--- config.mk ---
export PLATFORM = sky130hd
export DESIGN_NAME = alu_issue_ctrl
export DESIGN_NICKNAME = d
export VERILOG_FILES = /design/src/rtl/alu_issue_ctrl.sv
export SDC_FILE = /design/constraint.sdc
export NUM_CORES = 1
export LEC_CHECK = 0
export ABC_AREA = 1
export ABC_CLOCK_PERIOD_IN_PS = 1300
export BUFFER_PORTS_ARGS = -buffer_cell sky130_fd_sc_hd__buf_2
export CAP_MARGIN = 20
export CORE_MARGIN = 4
export CORE_UTILIZATION = 43
export DETAILED_ROUTE_END_ITERATION = 12
export GPL_TIMING_DRIVEN = 0
export PLACE_DENSITY = 0.79
export SLEW_MARGIN = 20
export SYNTH_ARGS = -nofsm -noshare
export SYNTH_HDL_FRONTEND = slang
export SYNTH_SLANG_ARGS = --single-unit
--- constraint.sdc ---
create_clock -name clk -period 1.3 [get_ports clk]
set_input_delay 0.26 -clock clk [delete_from_list [all_inputs] [get_ports clk]]
set_output_delay 0.26 -clock clk [all_outputs]
set_load 0.01 [all_outputs]
--- src/rtl/alu_issue_ctrl.sv ---
// Command/response front end for the registered ALU: holds operands stable across the ALU
// latency, captures result and flags, and adds compare conditions for branch logic.
module alu_issue_ctrl #(
  parameter int unsigned NUMBITS = 16,
  parameter int unsigned TAGW    = 4,
  parameter int unsigned ALU_LAT = 1
) (
  input  logic               clk,
  input  logic               reset,
  input  logic               cmd_valid,
  output logic               cmd_ready,
  input  logic [2:0]         cmd_op,
  input  logic [NUMBITS-1:0] cmd_a,
  input  logic [NUMBITS-1:0] cmd_b,
  input  logic [TAGW-1:0]    cmd_tag,
  output logic [NUMBITS-1:0] alu_A,
  output logic [NUMBITS-1:0] alu_B,
  output logic [2:0]         alu_opcode,
  input  logic [NUMBITS-1:0] alu_result,
  input  logic               alu_carryout,
  input  logic               alu_overflow,
  input  logic               alu_zero,
  output logic               rsp_valid,
  input  logic               rsp_ready,
  output logic [NUMBITS-1:0] rsp_result,
  output logic               rsp_carry,
  output logic               rsp_overflow,
  output logic               rsp_zero,
  output logic               rsp_neg,
  output logic               rsp_lt_u,
  output logic               rsp_lt_s,
  output logic [TAGW-1:0]    rsp_tag,
  output logic [15:0]        op_count
);

  localparam int unsigned CntW = 3;
  localparam logic [CntW-1:0] LatCnt = CntW'(ALU_LAT);
  localparam logic [2:0] OpUsub = 3'b010;
  localparam logic [2:0] OpSsub = 3'b011;

  typedef enum logic [1:0] {StIdle, StWait, StResp} state_e;

  state_e              state_q, state_d;
  logic [CntW-1:0]     cnt_q, cnt_d;
  logic                cmd_ready_q, cmd_ready_d;
  logic [NUMBITS-1:0]  alu_a_q, alu_a_d;
  logic [NUMBITS-1:0]  alu_b_q, alu_b_d;
  logic [2:0]          alu_op_q, alu_op_d;
  logic [TAGW-1:0]     tag_q, tag_d;
  logic                rsp_valid_q, rsp_valid_d;
  logic [NUMBITS-1:0]  rsp_result_q, rsp_result_d;
  logic                rsp_carry_q, rsp_carry_d;
  logic                rsp_overflow_q, rsp_overflow_d;
  logic                rsp_zero_q, rsp_zero_d;
  logic                rsp_neg_q, rsp_neg_d;
  logic                rsp_lt_u_q, rsp_lt_u_d;
  logic                rsp_lt_s_q, rsp_lt_s_d;
  logic [TAGW-1:0]     rsp_tag_q, rsp_tag_d;
  logic [15:0]         op_count_q, op_count_d;

  always_comb begin
    state_d        = state_q;
    cnt_d          = cnt_q;
    cmd_ready_d    = cmd_ready_q;
    alu_a_d        = alu_a_q;
    alu_b_d        = alu_b_q;
    alu_op_d       = alu_op_q;
    tag_d          = tag_q;
    rsp_valid_d    = rsp_valid_q;
    rsp_result_d   = rsp_result_q;
    rsp_carry_d    = rsp_carry_q;
    rsp_overflow_d = rsp_overflow_q;
    rsp_zero_d     = rsp_zero_q;
    rsp_neg_d      = rsp_neg_q;
    rsp_lt_u_d     = rsp_lt_u_q;
    rsp_lt_s_d     = rsp_lt_s_q;
    rsp_tag_d      = rsp_tag_q;
    op_count_d     = op_count_q;

    unique case (state_q)
      StIdle: begin
        if (cmd_valid) begin
          alu_a_d     = cmd_a;
          alu_b_d     = cmd_b;
          alu_op_d    = cmd_op;
          tag_d       = cmd_tag;
          cnt_d       = LatCnt;
          cmd_ready_d = 1'b0;
          state_d     = StWait;
        end
      end
      StWait: begin
        if (cnt_q != '0) begin
          cnt_d = cnt_q - 1'b1;
        end else begin
          // ALU outputs have settled from the operands held since accept.
          rsp_result_d   = alu_result;
          rsp_carry_d    = alu_carryout;
          rsp_overflow_d = alu_overflow;
          rsp_zero_d     = alu_zero;
          rsp_neg_d      = alu_result[NUMBITS-1];
          rsp_lt_u_d     = (alu_op_q == OpUsub) & alu_carryout;
          rsp_lt_s_d     = (alu_op_q == OpSsub) & (alu_result[NUMBITS-1] ^ alu_overflow);
          rsp_tag_d      = tag_q;
          rsp_valid_d    = 1'b1;
          state_d        = StResp;
        end
      end
      StResp: begin
        if (rsp_ready) begin
          rsp_valid_d = 1'b0;
          op_count_d  = op_count_q + 16'd1;
          cmd_ready_d = 1'b1;
          state_d     = StIdle;
        end
      end
      default: begin
        state_d     = StIdle;
        cmd_ready_d = 1'b1;
        rsp_valid_d = 1'b0;
      end
    endcase
  end

  always_ff @(posedge clk) begin
    if (reset) begin
      state_q        <= StIdle;
      cnt_q          <= '0;
      cmd_ready_q    <= 1'b1;
      alu_a_q        <= '0;
      alu_b_q        <= '0;
      alu_op_q       <= '0;
      tag_q          <= '0;
      rsp_valid_q    <= 1'b0;
      rsp_result_q   <= '0;
      rsp_carry_q    <= 1'b0;
      rsp_overflow_q <= 1'b0;
      rsp_zero_q     <= 1'b0;
      rsp_neg_q      <= 1'b0;
      rsp_lt_u_q     <= 1'b0;
      rsp_lt_s_q     <= 1'b0;
      rsp_tag_q      <= '0;
      op_count_q     <= '0;
    end else begin
      state_q        <= state_d;
      cnt_q          <= cnt_d;
      cmd_ready_q    <= cmd_ready_d;
      alu_a_q        <= alu_a_d;
      alu_b_q        <= alu_b_d;
      alu_op_q       <= alu_op_d;
      tag_q          <= tag_d;
      rsp_valid_q    <= rsp_valid_d;
      rsp_result_q   <= rsp_result_d;
      rsp_carry_q    <= rsp_carry_d;
      rsp_overflow_q <= rsp_overflow_d;
      rsp_zero_q     <= rsp_zero_d;
      rsp_neg_q      <= rsp_neg_d;
      rsp_lt_u_q     <= rsp_lt_u_d;
      rsp_lt_s_q     <= rsp_lt_s_d;
      rsp_tag_q      <= rsp_tag_d;
      op_count_q     <= op_count_d;
    end
  end

  assign cmd_ready    = cmd_ready_q;
  assign alu_A        = alu_a_q;
  assign alu_B        = alu_b_q;
  assign alu_opcode   = alu_op_q;
  assign rsp_valid    = rsp_valid_q;
  assign rsp_result   = rsp_result_q;
  assign rsp_carry    = rsp_carry_q;
  assign rsp_overflow = rsp_overflow_q;
  assign rsp_zero     = rsp_zero_q;
  assign rsp_neg      = rsp_neg_q;
  assign rsp_lt_u     = rsp_lt_u_q;
  assign rsp_lt_s     = rsp_lt_s_q;
  assign rsp_tag      = rsp_tag_q;
  assign op_count     = op_count_q;

endmodule

* After elaboration in Yosys (flattened, before gate mapping)
Index checks and enable logic that the tools add are counted.
** Storage, ports and cells
- Bits of input ports :: 62
- Word-level logic and storage cells :: 56
- Register bits after elaboration :: 88
- Output and inout bits :: 79
** Cells by class
- $add $sub $neg :: 2
- Bitwise operators :: 6
- Mux-type cells :: 13
- Eq/ne operators :: 8
- Reduce and logical (&&, ||, !) cells :: 10
** Operators with widths (number)
- $add A16 B1 Y16 const B :: 1
- $reduce_and A3 Y1 :: 4
- $ne A2 B2 Y1 const B :: 4
- $eq A3 B2 Y1 const B :: 2
- $mux W2 :: 3
- $mux W3 :: 2
- $pmux W1 S3 :: 2
- $pmux W2 S3 :: 1
- $pmux W3 S2 :: 1
- $reduce_and A2 Y1 :: 3
- $mux W1 :: 4
- $not A1 Y1 :: 3
- $reduce_bool A3 Y1 :: 1
- $sub A3 B1 Y3 const B :: 1
- $and A1 B1 Y1 :: 2
- $eq A2 B1 Y1 const B :: 1
- $eq A2 B2 Y1 const B :: 1
- $logic_not A2 Y1 :: 1
- $reduce_bool A2 Y1 :: 1
- $xor A1 B1 Y1 :: 1

* Longest topological paths before layout
Gate-level depths: netlist (run 1).
- Word-level depth :: 3
- Depth in mapped cells :: 9
- Mapped depth without buffers :: 8

* Worst setup path before layout (run 1)
Ideal clock, no wire load.
- Path kind :: flip-flop to flip-flop
- Start point :: register op_count_q[0], in the netlist op_count[0]
- End point :: register op_count_q[12], in the netlist op_count[12]
- Data required time :: 1184 ps
- Clock period less this slack :: 1266 ps
- Data arrival time :: 1151 ps
- Cell stages (with the launch flop) :: 7
- Slack :: 34 ps
- Path through :: dfxtp_1 > ha_1 > nand3_1 > nor2_1 > nand4_1 > o21ai_0 > nor2_1
** On the way
- Cells in the longest elaborated chain, start to end :: 1
** RTL lines
- start, declared :: line 59 : logic [15:0] op_count_q, op_count_d;
- start signal, assigned :: line 161 : op_count_q <= op_count_d;
- $add A16 B1 Y16 :: line 112 : op_count_d = op_count_q + 16'd1;
No other way between the ends.
A chain may end at the register's enable or synchronous reset.

* Worst setup path in the final report (run 1)
- Start point :: register cnt_q[1]
- End point :: register rsp_result_q[8], in the netlist rsp_result[8]
** On the way
- Cells in the longest elaborated chain, start to end :: 3
** RTL lines
- start, declared :: line 44 : logic [CntW-1:0] cnt_q, cnt_d;
- start signal, assigned :: line 146 : cnt_q <= cnt_d;
- $reduce_bool A3 Y1 :: line 93 : if (cnt_q != '0) begin
- $not A1 Y1 (no line)
- $reduce_and A2 Y1 (no line)
- end signal, assigned :: line 153 : rsp_result_q <= rsp_result_d;
- end, declared :: line 51 : logic [NUMBITS-1:0] rsp_result_q, rsp_result_d;
No other way between the ends.

==> reports/results.txt, run 1 <==
H-tree depth: 3
Critical path capture point type: register
Startpoint types: register
Synthesized net count: 501
Vias per inst: 4.75
Max_slew headroom: 0.700
# DRC: 0
Final slew viol count: 0
RSZ-0062 raised after global routing: yes
Sequential power share: 0.496
Vias post-DR: 3346
Final setup viols: 0
Netlist area before placement: 3390 um2
Initial DRT Pass Iterations: 4
Int Pwr: 0.00433 W
Final WL: 9090 um
Area after DPL: 4210 um2
Largest net degree at the start of global routing: 16
# port buffers: 139
Ant. Diodes: 0
Tot GR Track Use: 0.191
Slew @ Worst Pin: 0.449 ns
Final Cycle Share: 0.954
Hold/Removal Path Class: in2reg
Reg clk slew, reported paths: 0.09 ns
Most used cell, CP: inv_2
Worst hold slack: 0.145 ns
First-pass GRT wire length: 14700 um
Initial Util: 0.440
Syn. warnings: 0
Seq/Total Area, Yosys: 0.514
Comb pwr share: 0.197
CTS root buf: clkbuf_8
Syn Area/Cell: 7.77 um2
Final instance area: 4640 um2
Pwr Density: 1310 nW/um2
Die Ht: 96.7 um
EDFF count, synth: 0
Critical path type: reg2reg
Synth Instances: 436
Layout Skew: 0.00696 ns
Dpl hpwl: 6950 um
Filler cell count in the final layout: 710
Final Hold Vio Count: 0
#FFs+latches synth: 87
Die ar.: 9360 um2
CP Max Fanout: 10
DR iter-0 viols: 85
Number of cells in the design after placement: 677
Ys flop type: dfxtp_1
Leakage: 2.24 nW
Die Wd: 96.7 um
GRT Residual Overflow: 0
Io pins: 141
Clock power share: 0.307
WP data required: 1.54 ns
Crit path arrival time: 1.48 ns
Num CTS Buffers: 9
Fmax: 807 MHz
FFs w/ async S/R, synth: 0
Multi-input logic area: 1510 um2
Netlist cell types: 33
Final Net Count: 662
Initial antenna violation count: 0
Maxcap violations: 0
Antenna-violating nets left: 0
Cell Count, Final, Fillers Out: 704
Clock Path Buffers: 2
Switching Fraction: 0.291
Total Power: 0.00610 W
Vias in the first global route: 3161
P&R area growth vs syn: 37.0%
Share of cells above drive strength 1: 0.364
CTS Sinks: 87
CTS tree: yes
R2R Setup Slk: 0.06 ns
Core Rows: 32
Gpl congestion: 0.820
Crit path cell chain: inv_2 > ha_4 > inv_2 > nor2_4 > nand2_4 > buf_6 > o21ai_0 > nor2_1
CORE AREA: 7690 um2
Slowest cell delay on critical path: 0.33 ns
Min Clock Period, post-route: 1.24 ns
Peak VDD IR: 623 uV
CTS Hold Bufs: 0
Routed WL per cell: 12.9 um
Register area: 1760 um2
Status: complete, no violations
Worst skew pair latency: 0.35 ns
CP max-delay cell: dfxtp_2
Switching power: 0.00177 W
-- through the flow --
step	worst slack, ns	setup TNS, ns	util
after floorplan	0.0336	0	-
after global placement	-0.115	-3.86	0.548
after detailed placement	-0.207	-6.91	0.548
after CTS	0.00301	0	0.587
after global routing	-0.0516	-0.124	0.603
final	0.0602	0	0.603
-- critical path, delay by kind of cell (launching register included) --
kind | cells | cell delay [ns]
AOI/OAI and AO/OA | 1 | 0.15
adders and majority gates | 1 | 0.13
buffers and inverters | 3 | 0.28
DFF | 1 | 0.33
and+or+nand+nor | 3 | 0.25
-- cells by family after synthesis --
kind of cell,Yosys count,share of synthesized area
adders and majority gates,3,0.0111
AOI/OAI and AO/OA,88,0.136
and+or+nand+nor,203,0.258
DFF,87,0.514
buffers and inverters,50,0.0680
xor gates and xnor gates,5,0.0129
-- cell usage after synthesis, types with 2 or more instances --
master / number / area [um2]
nor2_2: 2 / 12.5
buf_4: 4 / 30.0
a21oi_1: 12 / 60.1
inv_2: 3 / 11.3
buf_6: 3 / 33.8
nand4_1: 5 / 31.3
buf_2: 3 / 15.0
clkbuf_1: 11 / 41.3
nor2_4: 2 / 22.5
ha_1: 3 / 37.5
nor3_1: 3 / 15.0
dfxtp_1: 87 / 1740
o21ai_0: 68 / 340
xor2_1: 5 / 43.8
nand2_1: 30 / 113
nand2_2: 3 / 18.8
nor2_1: 144 / 541
o21ai_1: 2 / 10.0
inv_1: 25 / 93.8
nand3_1: 8 / 40.0
-- power by group through the flow --
| stage | Combinational, W | Sequential [W] | Clock (W) |
|---|---|---|---|
| final | 0.00120 | 0.00302 | 0.00187 |
| after global routing | 0.00134 | 0.00306 | 0.00203 |
| after CTS | 0.00116 | 0.00303 | 0.00192 |
| after detailed placement | 0.00108 | 0.00308 | 0 |
| after global placement | 0.00104 | 0.00307 | 0 |
| after floorplan | 0.000531 | 0.00317 | 0 |
-- worst paths after layout --
kind | startpoint | to | depth (start not counted)
max | cnt_q[1] | rsp_result[8] | 8
max reg2reg | cnt_q[1] | rsp_result[8] | 8
min | alu_result[0] | rsp_result[0] | 3
min reg2reg | rsp_result[11] | rsp_result[11] | 2
-- layout by cell type (no fill, tap or decap), types with 3 or more instances in the layout --
cell      netlist  routed
inv_2           3       6
nor2_4          2       6
nand2_1        30      29
nand4_1         5       5
inv_1          25      21
clkbuf_1       11       9
buf_2           3     141
nand3_1         8       6
a21oi_1        12      11
clkbuf_8        0       9
dfxtp_2         0       5
dfxtp_1        87      80
nor2_1        144     141
buf_6           3       7
clkbuf_2        1       3
nand2_2         3       3
buf_4           4      11
xor2_1          5       5
o21ai_1         2      13
o21ai_0        68      56
-- flip-flops by register name, indices dropped and copies added (netlist names) --
signal,flops
state_q,2
cnt_q,3
rsp_tag,4
alu_B,16
rsp_result,16
op_count,16
rsp_overflow,1
rsp_valid,1
rsp_lt_s,1
tag_q,4
rsp_lt_u,1
rsp_zero,1
alu_A,16
rsp_carry,1
alu_opcode,3
cmd_ready,1
-- cell type report --
type                       instances  area share
tap                              102      0.0275
clock buffer                      10      0.0275
buffer                            22      0.0345
multi-input combinational        299       0.325
timing repair buffer             150       0.169
inverter                          28      0.0232
clock inverter                     6      0.0148
sequential                        87       0.378
-- routing by layer --
layer,GRT usage,routed length [um],up-vias
met5,0,0,-
met4,0.0691,201,0
met3,0.0519,489,19
met2,0.333,4630,93
met1,0.224,3770,1516
li1,-,-,1718
-- timing repair --
action,4_1_cts,5_1_grt
gates cloned,0,0
setup endpoints to repair,56,63
gates resized for setup,27,34
pin swaps,2,6
buffers inserted,5,6
endpoints found under the hold margin,0,0
Power figures use the tool's default switching activity.
==> run 2: changes to the inputs <==
--- a/config.mk
+++ b/config.mk
@@ -6,14 +6,15 @@
 export NUM_CORES = 1
 export LEC_CHECK = 0
 export ABC_AREA = 1
-export ABC_CLOCK_PERIOD_IN_PS = 1300
+export ABC_CLOCK_PERIOD_IN_PS = 1200
 export BUFFER_PORTS_ARGS = -buffer_cell sky130_fd_sc_hd__buf_2
 export CAP_MARGIN = 20
 export CORE_MARGIN = 4
 export CORE_UTILIZATION = 43
 export DETAILED_ROUTE_END_ITERATION = 12
 export GPL_TIMING_DRIVEN = 0
-export PLACE_DENSITY = 0.79
+export PLACE_DENSITY = 0.76
+export REMOVE_ABC_BUFFERS = 1
 export SLEW_MARGIN = 20
 export SYNTH_ARGS = -nofsm -noshare
 export SYNTH_HDL_FRONTEND = slang
==> constraint.sdc (replaced) <==
create_clock -name clk -period 1.2 [get_ports clk]
set_input_delay 0.24 -clock clk [delete_from_list [all_inputs] [get_ports clk]]
set_output_delay 0.24 -clock clk [all_outputs]
set_load 0.01 [all_outputs]
==> run 2 against run 1 <==
The flow now finishes with violations (setup timing). Core utilization rose by 7.6 points. Die area did not move. Critical path type unchanged. Setup slack got worse by 0.13 ns. Largest cell class is now multi-input gates. Critical endpoint is now rsp_result[10]. Clock power rose by 9%. Clock-buffer cell count rose by 3. Sequential share of layout area fell by 3.9 points. Non-clock buffer count fell by 4. Maximum frequency fell by 2.3%.
==> reports/results.txt, run 2 (synthesized netlist as in run 1, its figures left out) <==
Max_slew headroom: 0.722
Ant. Diodes: 0
Layout Skew: 0.0111 ns
CTS tree: yes
Critical path capture point type: register
Reg clk slew, reported paths: 0.09 ns
Final Cycle Share: 1.06
Pwr Density: 1370 nW/um2
Gpl congestion: 0.787
Clock Path Buffers: 2
WP data required: 1.46 ns
DR iter-0 viols: 110
Num CTS Buffers: 9
P&R area growth vs syn: 54.3%
Io pins: 141
Register area: 1780 um2
Crit path arrival time: 1.52 ns
Final WL: 10700 um
Final setup margin: -0.0687 ns
Vias post-DR: 3499
Critical path type: reg2reg
Initial antenna violation count: 0
Core Rows: 32
Commonest non-fill, non-tap cell in the layout: buf_2
Final instance area: 5220 um2
Slew @ Worst Pin: 0.418 ns
CTS root buf: clkbuf_8
# DRC: 0
Failing checks: setup timing
Hold/Removal Path Class: in2reg
Final setup viols: 48
CORE AREA: 7690 um2
First-pass GRT wire length: 16000 um
Peak VDD IR: 699 uV
Routed WL per cell: 15.0 um
Share of cells above drive strength 1: 0.515
Multi-input logic area: 1940 um2
Worst skew pair latency: 0.35 ns
Vias per inst: 4.91
# port buffers: 140
GRT Residual Overflow: 0
Die Wd: 96.7 um
Cell Count, Final, Fillers Out: 712
Antenna-violating nets left: 0
Commonest cells after routing, fill and taps aside: 140 x buf_2, 102 x nor2_1, 72 x dfxtp_1
Initial Util: 0.440
Filler cell count in the final layout: 674
Final Net Count: 670
Final Hold Vio Count: 0
Vias in the first global route: 3371
Status: finished, violations left
H-tree depth: 3
RSZ-0062 raised after global routing: yes
Number of cells in the design after placement: 657
CP Max Fanout: 6
Die ar.: 9360 um2
Area after DPL: 4120 um2
Final core utilization: 0.680
Die Ht: 96.7 um
Tot GR Track Use: 0.207
Largest net degree at the start of global routing: 41
Min Clock Period, post-route: 1.27 ns
Dpl hpwl: 5860 um
Initial DRT Pass Iterations: 4
Maxcap violations: 0
Startpoint types: register
Final slew viol count: 0
Fmax: 788 MHz
CTS Sinks: 87
Leakage: 2.41 nW
==> run 2: cell types whose count changed in the layout (fill, tap and decap cells not counted), moves of 4 or more <==
| cell | delta |
|---|---|
| nor2_2 | +28 |
| clkbuf_1 | -6 |
| nor2_1 | -39 |
| o21ai_1 | +19 |
| o21ai_2 | +29 |
| dfxtp_2 | +4 |
| buf_4 | +6 |
| dfxtp_4 | +4 |
| nor2_4 | +11 |
| dfxtp_1 | -8 |
| nand2_8 | +7 |
| o21ai_0 | -48 |
==> run 2: report_power, final <==
group	switching, W	internal, W	total (W)
clock network	0.00101	0.00102	0.00203
logic	0.00104	0.000778	0.00182
registers	0.000181	0.00314	0.00332
==> run 2: area by class of cell <==
type,instances,area share
Multi-Input combinational cell,307,0.372
Clock buffer,13,0.0285
Timing Repair Buffer,168,0.194
Sequential cell,87,0.340
Inverter,28,0.0242
Tap cell,102,0.0244
Clock inverter,3,0.00814
Timing Repair inverter,4,0.00886
==> run 2: final timing paths <==
| check | startpoint | endpoint | slack, ns | cells past startpoint |
|---|---|---|---|---|
| max | cnt_q[1] | rsp_result[10] | -0.07 | 9 |
| min | cmd_b[1] | alu_B[1] | 0.12 | 3 |
| max reg2reg | cnt_q[1] | rsp_result[10] | -0.07 | 9 |
| min reg2reg | alu_B[4] | alu_B[4] | 0.47 | 2 |
==> run 2: routing by layer <==
metal / up-vias / share of wire / global-route usage
met5: - / 0 / 0
met4: 0 / 0.017 / 0.0864
li1: 1746 / - / -
met3: 16 / 0.060 / 0.0541
met2: 117 / 0.50 / 0.359
met1: 1620 / 0.42 / 0.241
==> run 2: through the flow <==
step / setup slack [ns] / hold WS (ns) / power, W / setup TNS, ns
floorplan: -0.431 / 0.309 / 0.00394 / -20.90
global placement: -1.11 / 0.458 / 0.00438 / -76.75
detailed placement: -1.10 / 0.466 / 0.00444 / -55.61
CTS: -0.0523 / 0.108 / 0.00695 / -1.10
global route: -0.139 / 0.126 / 0.00754 / -6.08
finish: -0.0687 / 0.122 / 0.00717 / -1.72
==> run 2: critical path, stage by stage, from the launching register on <==
cell and delay, ns:
dfxtp_2 0.34, inv_2 0.05, ha_4 0.16, inv_4 0.06, nor2_4 0.04, buf_12 0.16, nand2_8 0.14, clkinv_8 0.09
nor2_1 0.09, nor2_1 0.04
==> run 2: repair_timing <==
item	CTS	global route
hold buffers	0	0
resized for setup	116	105
buffers inserted	17	8
endpoints found under the setup margin	80	88
pin swaps	21	44
gates cloned	10	4
